`config.mk`:
```
export PLATFORM = sky130hd
export DESIGN_NAME = im_pipe_buffer
export DESIGN_NICKNAME = d
export VERILOG_FILES = /design/src/rtl/im_pipe_pkg.sv /design/src/rtl/im_pipe_slice.sv /design/src/rtl/im_pipe_buffer.sv
export SDC_FILE = /design/constraint.sdc
export NUM_CORES = 1
export LEC_CHECK = 0
export ABC_AREA = 1
export CORE_AREA = 10 10 83 113
export CTS_CLUSTER_DIAMETER = 60
export CTS_CLUSTER_SIZE = 14
export DETAILED_ROUTE_END_ITERATION = 12
export DIE_AREA = 0 0 93 123
export PLACE_DENSITY = 0.83
export SKIP_CTS_REPAIR_TIMING = 1
export SYNTH_ARGS = -nofsm -noshare
export SYNTH_HDL_FRONTEND = slang
export SYNTH_HIERARCHICAL = 1
export SYNTH_SLANG_ARGS = --single-unit
export TNS_END_PERCENT = 10
```
`constraint.sdc`:
```
create_clock -name CLK -period 2.2 [get_ports CLK]
set_input_delay 0.44 -clock CLK [delete_from_list [all_inputs] [get_ports CLK]]
set_output_delay 0.44 -clock CLK [all_outputs]
set_load 0.01 [all_outputs]
```
`src/rtl/im_pipe_pkg.sv`:
```
// Shared widths and bundle layout for the input-matrix pipeline buffer.
// The bundle travels as one packed word so slices never split its fields.
package im_pipe_pkg;

  localparam int IM_DATA_W  = 32;
  localparam int IM_SHAMT_W = 5;
  localparam int IM_COL_W   = 2;
  localparam int IM_DST_W   = 4;

  typedef struct packed {
    logic [IM_DATA_W-1:0]  data;
    logic                  start_calc;
    logic                  load;
    logic [IM_SHAMT_W-1:0] shamt;
    logic [IM_COL_W-1:0]   col;
    logic [IM_DST_W-1:0]   odst;
  } im_bundle_t;

  // Flat width of a bundle for arbitrary field widths (two 1-bit flags included).
  function automatic int bundle_w(input int data_w, input int shamt_w,
                                  input int col_w, input int dst_w);
    return data_w + shamt_w + col_w + dst_w + 2;
  endfunction

endpackage

```
`src/rtl/im_pipe_slice.sv`:
```
// One elastic register slice: valid bit plus bundle register, 1-cycle latency.
// Accepts when empty or when downstream accepts; holds data under stall, flush clears valid only.
module im_pipe_slice
  import im_pipe_pkg::*;
#(
  parameter int BW = bundle_w(IM_DATA_W, IM_SHAMT_W, IM_COL_W, IM_DST_W)
) (
  input  logic          clk,
  input  logic          rst,
  input  logic          flush,
  input  logic          up_vld,
  input  logic [BW-1:0] up_dat,
  input  logic          rdy_in,
  output logic          rdy_out,
  output logic          vld,
  output logic [BW-1:0] dat
);

  logic          vld_q, vld_d;
  logic [BW-1:0] dat_q, dat_d;

  assign rdy_out = ~vld_q | rdy_in;

  always_comb begin
    vld_d = vld_q;
    dat_d = dat_q;
    if (flush) begin
      vld_d = 1'b0;
    end else if (rdy_out) begin
      vld_d = up_vld;
      // Bubbles advance the valid bit but leave the payload untouched.
      if (up_vld) dat_d = up_dat;
    end
  end

  always_ff @(posedge clk or posedge rst) begin
    if (rst) begin
      vld_q <= 1'b0;
      dat_q <= '0;
    end else begin
      vld_q <= vld_d;
      dat_q <= dat_d;
    end
  end

  assign vld = vld_q;
  assign dat = dat_q;

endmodule

```
`src/rtl/im_pipe_buffer.sv`:
```
// Elastic IM bundle pipeline of STAGES slices; latency STAGES cycles, 1 bundle/cycle.
// Ready ripples combinationally from OREADY back to IREADY; FLUSH blocks both ends and empties all slices.
module im_pipe_buffer
  import im_pipe_pkg::*;
#(
  parameter int DATA_W  = IM_DATA_W,
  parameter int SHAMT_W = IM_SHAMT_W,
  parameter int COL_W   = IM_COL_W,
  parameter int DST_W   = IM_DST_W,
  parameter int STAGES  = 2
) (
  input  logic                         CLK,
  input  logic                         RST,
  input  logic                         IVALID,
  output logic                         IREADY,
  input  logic [DATA_W-1:0]            IDATA,
  input  logic                         ISTART_CALC,
  input  logic                         ILOAD,
  input  logic [SHAMT_W-1:0]           ISHAMT,
  input  logic [COL_W-1:0]             ICOL,
  input  logic [DST_W-1:0]             IODST,
  input  logic                         FLUSH,
  output logic                         OVALID,
  input  logic                         OREADY,
  output logic [DATA_W-1:0]            ODATA,
  output logic                         OSTART_CALC,
  output logic                         OLOAD,
  output logic [SHAMT_W-1:0]           OSHAMT,
  output logic [COL_W-1:0]             OCOL,
  output logic [DST_W-1:0]             OODST,
  output logic [$clog2(STAGES+1)-1:0]  OCC
);

  localparam int BW    = bundle_w(DATA_W, SHAMT_W, COL_W, DST_W);
  localparam int OCC_W = $clog2(STAGES+1);

  logic [STAGES:0]   rdy;
  logic [STAGES-1:0] vld;
  logic [BW-1:0]     dat [STAGES];
  logic [BW-1:0]     in_dat;
  logic [OCC_W-1:0]  occ;

  assign in_dat      = {IDATA, ISTART_CALC, ILOAD, ISHAMT, ICOL, IODST};
  assign rdy[STAGES] = OREADY;

  genvar k;
  generate
    for (k = 0; k < STAGES; k++) begin : g_slice
      logic          up_vld;
      logic [BW-1:0] up_dat;
      if (k == 0) begin : g_head
        assign up_vld = IVALID;
        assign up_dat = in_dat;
      end else begin : g_body
        assign up_vld = vld[k-1];
        assign up_dat = dat[k-1];
      end
      im_pipe_slice #(.BW(BW)) u_slice (
        .clk     (CLK),
        .rst     (RST),
        .flush   (FLUSH),
        .up_vld  (up_vld),
        .up_dat  (up_dat),
        .rdy_in  (rdy[k+1]),
        .rdy_out (rdy[k]),
        .vld     (vld[k]),
        .dat     (dat[k])
      );
    end
  endgenerate

  assign IREADY = rdy[0] & ~FLUSH;
  assign OVALID = vld[STAGES-1] & ~FLUSH;
  assign {ODATA, OSTART_CALC, OLOAD, OSHAMT, OCOL, OODST} = dat[STAGES-1];

  always_comb begin
    occ = '0;
    for (int i = 0; i < STAGES; i++) occ = occ + OCC_W'(vld[i]);
  end

  assign OCC = occ;

endmodule

```
==> out/qor.csv <==
stage,metric,value,unit
run_status,status,completed,
grt,vias in the first global route,3267,
cells_and_area,fillcell total,606,
critical_path,WP data required,1760,ps
timing,setup ws final,154,ps
floorplanning,Die W,93,µm
power_and_ir_drop,total power,4.62,mW
floorplanning,Core Area,7310,µm²
timing,hold_ws,425,ps
grt,GR Overflow Total,0,
critical_path,startpoint types,flip-flop,
worst_hold_path,min-delay worst type,in -> async,
place,Post-Place Worst Slack,-99.2,ps
floorplanning,initial core utilization,50.5,%
critical_path,CP arrival,1610,ps
cells_and_area,fin nets,554,
cts,clk sinks,92,
cts,CTS Buf Count,9,
cells_and_area,"most common cell after layout, fill and taps aside",nand2_1,
cells_and_area,most frequent cells in the layout,"180 x nand2_1, 97 x clkdlybuf4s50_1, 92 x dfrtp_1, 90 x nand3_1, 12 x buf_4",
critical_path,crit path kind,reg -> out,
yosys,"Seq/Total Area, Yosys",62.4,%
timing,endpoints failing hold,0,
yosys,syn_nets,458,
grt,initial antenna violation count,0,
job,MaxCap Viol Count,0,
route,DRT Pass-1 Iters,4,
critical_path,slowest cell delay on critical path,530,ps
floorplanning,io pins,99,
yosys,Synth Cell Area,3690,µm²
route,Routed WL per cell,15.3,µm
timing,Worst-Margin Slew,514,ps
route,vias per cell,5.02,
yosys,synthesized instance count,407,
critical_path,CP endpoint kind,primary output,
grt,first-pass GRT wire length,15.5,mm
route,ANT nets after route,0,
power_and_ir_drop,maximum vdd drop,0.000535,V
cts,H-tree depth,3,
timing,RSZ-0062 raised after global routing,false,
cts,root buffer cell,clkbuf_8,
place,global placement routability congestion,0.766,
cts,CTS tree,built,
power_and_ir_drop,leakage power,2.58,nW
place,DP HPWL,6.59,mm
yosys,Syn Area/Cell,9.07,µm²
cts,clk_lat worst skew,360,ps
critical_path,CP Max Fanout,3,
cells_and_area,Layout area overhead,36.7,%
route,number of DRC markers in iteration 0,186,
timing,Tcrit/Tclk final,93.0,%
yosys,yosys warns,6,
cells_and_area,# diodes,0,
timing,fin. max-slew vios,0,
critical_path,Buf/Inv on CP,1,
floorplanning,die area,11400,µm²
place,port buffer count,98,
floorplanning,row count,37,
yosys,post-synthesis register bit count,92,
critical_path,crit path cell chain,ha_1 > clkdlybuf4s50_1,
cts,Max Buffers Root-to-Sink,2,
grt,largest net degree at the start of global routing,48,
critical_path,Top Family by Delay on Critical Path,buffers and inverters,
timing,crit path time final,2050,ps
grt,Tot GR Track Use,17.0,%
route,via count,3038,
critical_path,Critical-path top delay cell,clkdlybuf4s50_1,
timing,Clock Skew,8.25,ps
route,Routed WL,9.27,mm
timing,endpoints failing setup,0,
cts,clk slew on worst S/H paths,90,ps
yosys,Yosys cell types,12,
cells_and_area,fraction of layout cells with a size suffix above 1,7.68,%
timing,Slew HR,65.7,%
power_and_ir_drop,P per Cell Area,914,nW/µm²
timing,max frequency,0.489,GHz
floorplanning,die height,123,µm
cells_and_area,final core occ,69.0,%
route,# DRC,0,
## through the flow
stage / TNS [ps] / instance area [µm²] / instances
detailed placement: -3020 / 4760 / 589
floorplan: 0 / 3690 / 407
global placement: -5.38 / 4760 / 589
CTS: -58.7 / 5040 / 605
global route: 0 / 5050 / 605
finish: 0 / 5050 / 605
## cell families (layout without fill, tap and decap cells)
family	count (synthesis)	after routing	synth area share (%)
AOI/OAI and AO/OA	2	2	0.271
adders and majority gates	1	1	0.339
buffers and inverters	34	135	4.88
and+or+nand+nor	278	278	32.1
DFF	92	92	62.4
## layer usage
| layer | global-route usage (%) | vias up | share of wire [%] |
|---|---|---|---|
| li1 | - | 1488 | - |
| met5 | 0 | - | 0 |
| met4 | 10.9 | 0 | 3.9 |
| met1 | 17.5 | 1444 | 37 |
| met3 | 3.09 | 23 | 4.5 |
| met2 | 30.8 | 83 | 54 |
## cells in the mapped netlist
| cell | n | share of area, % |
|---|---|---|
| nand3_1 | 90 | 12 |
| dfrtp_1 | 92 | 62 |
| ha_1 | 1 | 0.34 |
| inv_2 | 2 | 0.20 |
| nand2_1 | 182 | 19 |
| inv_1 | 6 | 0.61 |
| a21oi_1 | 2 | 0.27 |
| buf_2 | 18 | 2.4 |
| nor2_1 | 2 | 0.20 |
| nand2_4 | 2 | 0.61 |
| nor2_4 | 2 | 0.61 |
| buf_4 | 8 | 1.6 |
## final timing paths
kind                                                              from                                      to  slack, ps  cells past startpoint
worst max-delay path                g_slice[0].u_slice/vld$_DFFE_PP0P_                                  OCC[0]        150                      2
worst min-delay path                                               RST  g_slice[0].u_slice/dat[32]$_DFFE_PP0P_        420                      2
worst max register to register      g_slice[1].u_slice/vld$_DFFE_PP0P_  g_slice[0].u_slice/dat[38]$_DFFE_PP0P_        390                      7
worst min register to register  g_slice[0].u_slice/dat[33]$_DFFE_PP0P_  g_slice[0].u_slice/dat[33]$_DFFE_PP0P_        480                      2
max in group asynchronous                                          RST  g_slice[0].u_slice/dat[12]$_DFFE_PP0P_       1180                      3
min in group CLK                g_slice[0].u_slice/dat[33]$_DFFE_PP0P_  g_slice[0].u_slice/dat[33]$_DFFE_PP0P_        480                      2
## sequential cells by signal (all words and copies together) (netlist names)
| name | flops |
|---|---|
| g_slice.u_slice/dat | 90 |
| g_slice.u_slice/vld | 2 |
## worst reg2reg max path, cell delays in order (launching register included)
cell and delay, ps:
dfrtp_1 410, nand2_2 80, inv_1 50, nand2_2 70, buf_4 430, nand2_4 400
nand2_1 190, nand2_1 60
## where the power goes
part | internal, mW | switching [mW]
Clock | 0.981 | 0.569
Combinational | 0.503 | 0.428
Sequential | 1.97 | 0.162
## area by class of cell
class | instances | area [µm²] | share of cell area [%]
Sequential cell | 92 | 2300 | 45.6
Multi-Input combinational cell | 281 | 1210 | 24.0
Timing Repair Buffer | 111 | 1090 | 21.7
Clock inverter | 7 | 163 | 3.22
Clock buffer | 9 | 124 | 2.45
Tap cell | 97 | 121 | 2.40
Inverter | 8 | 30.0 | 0.595
Power figures use the tool's default switching activity.
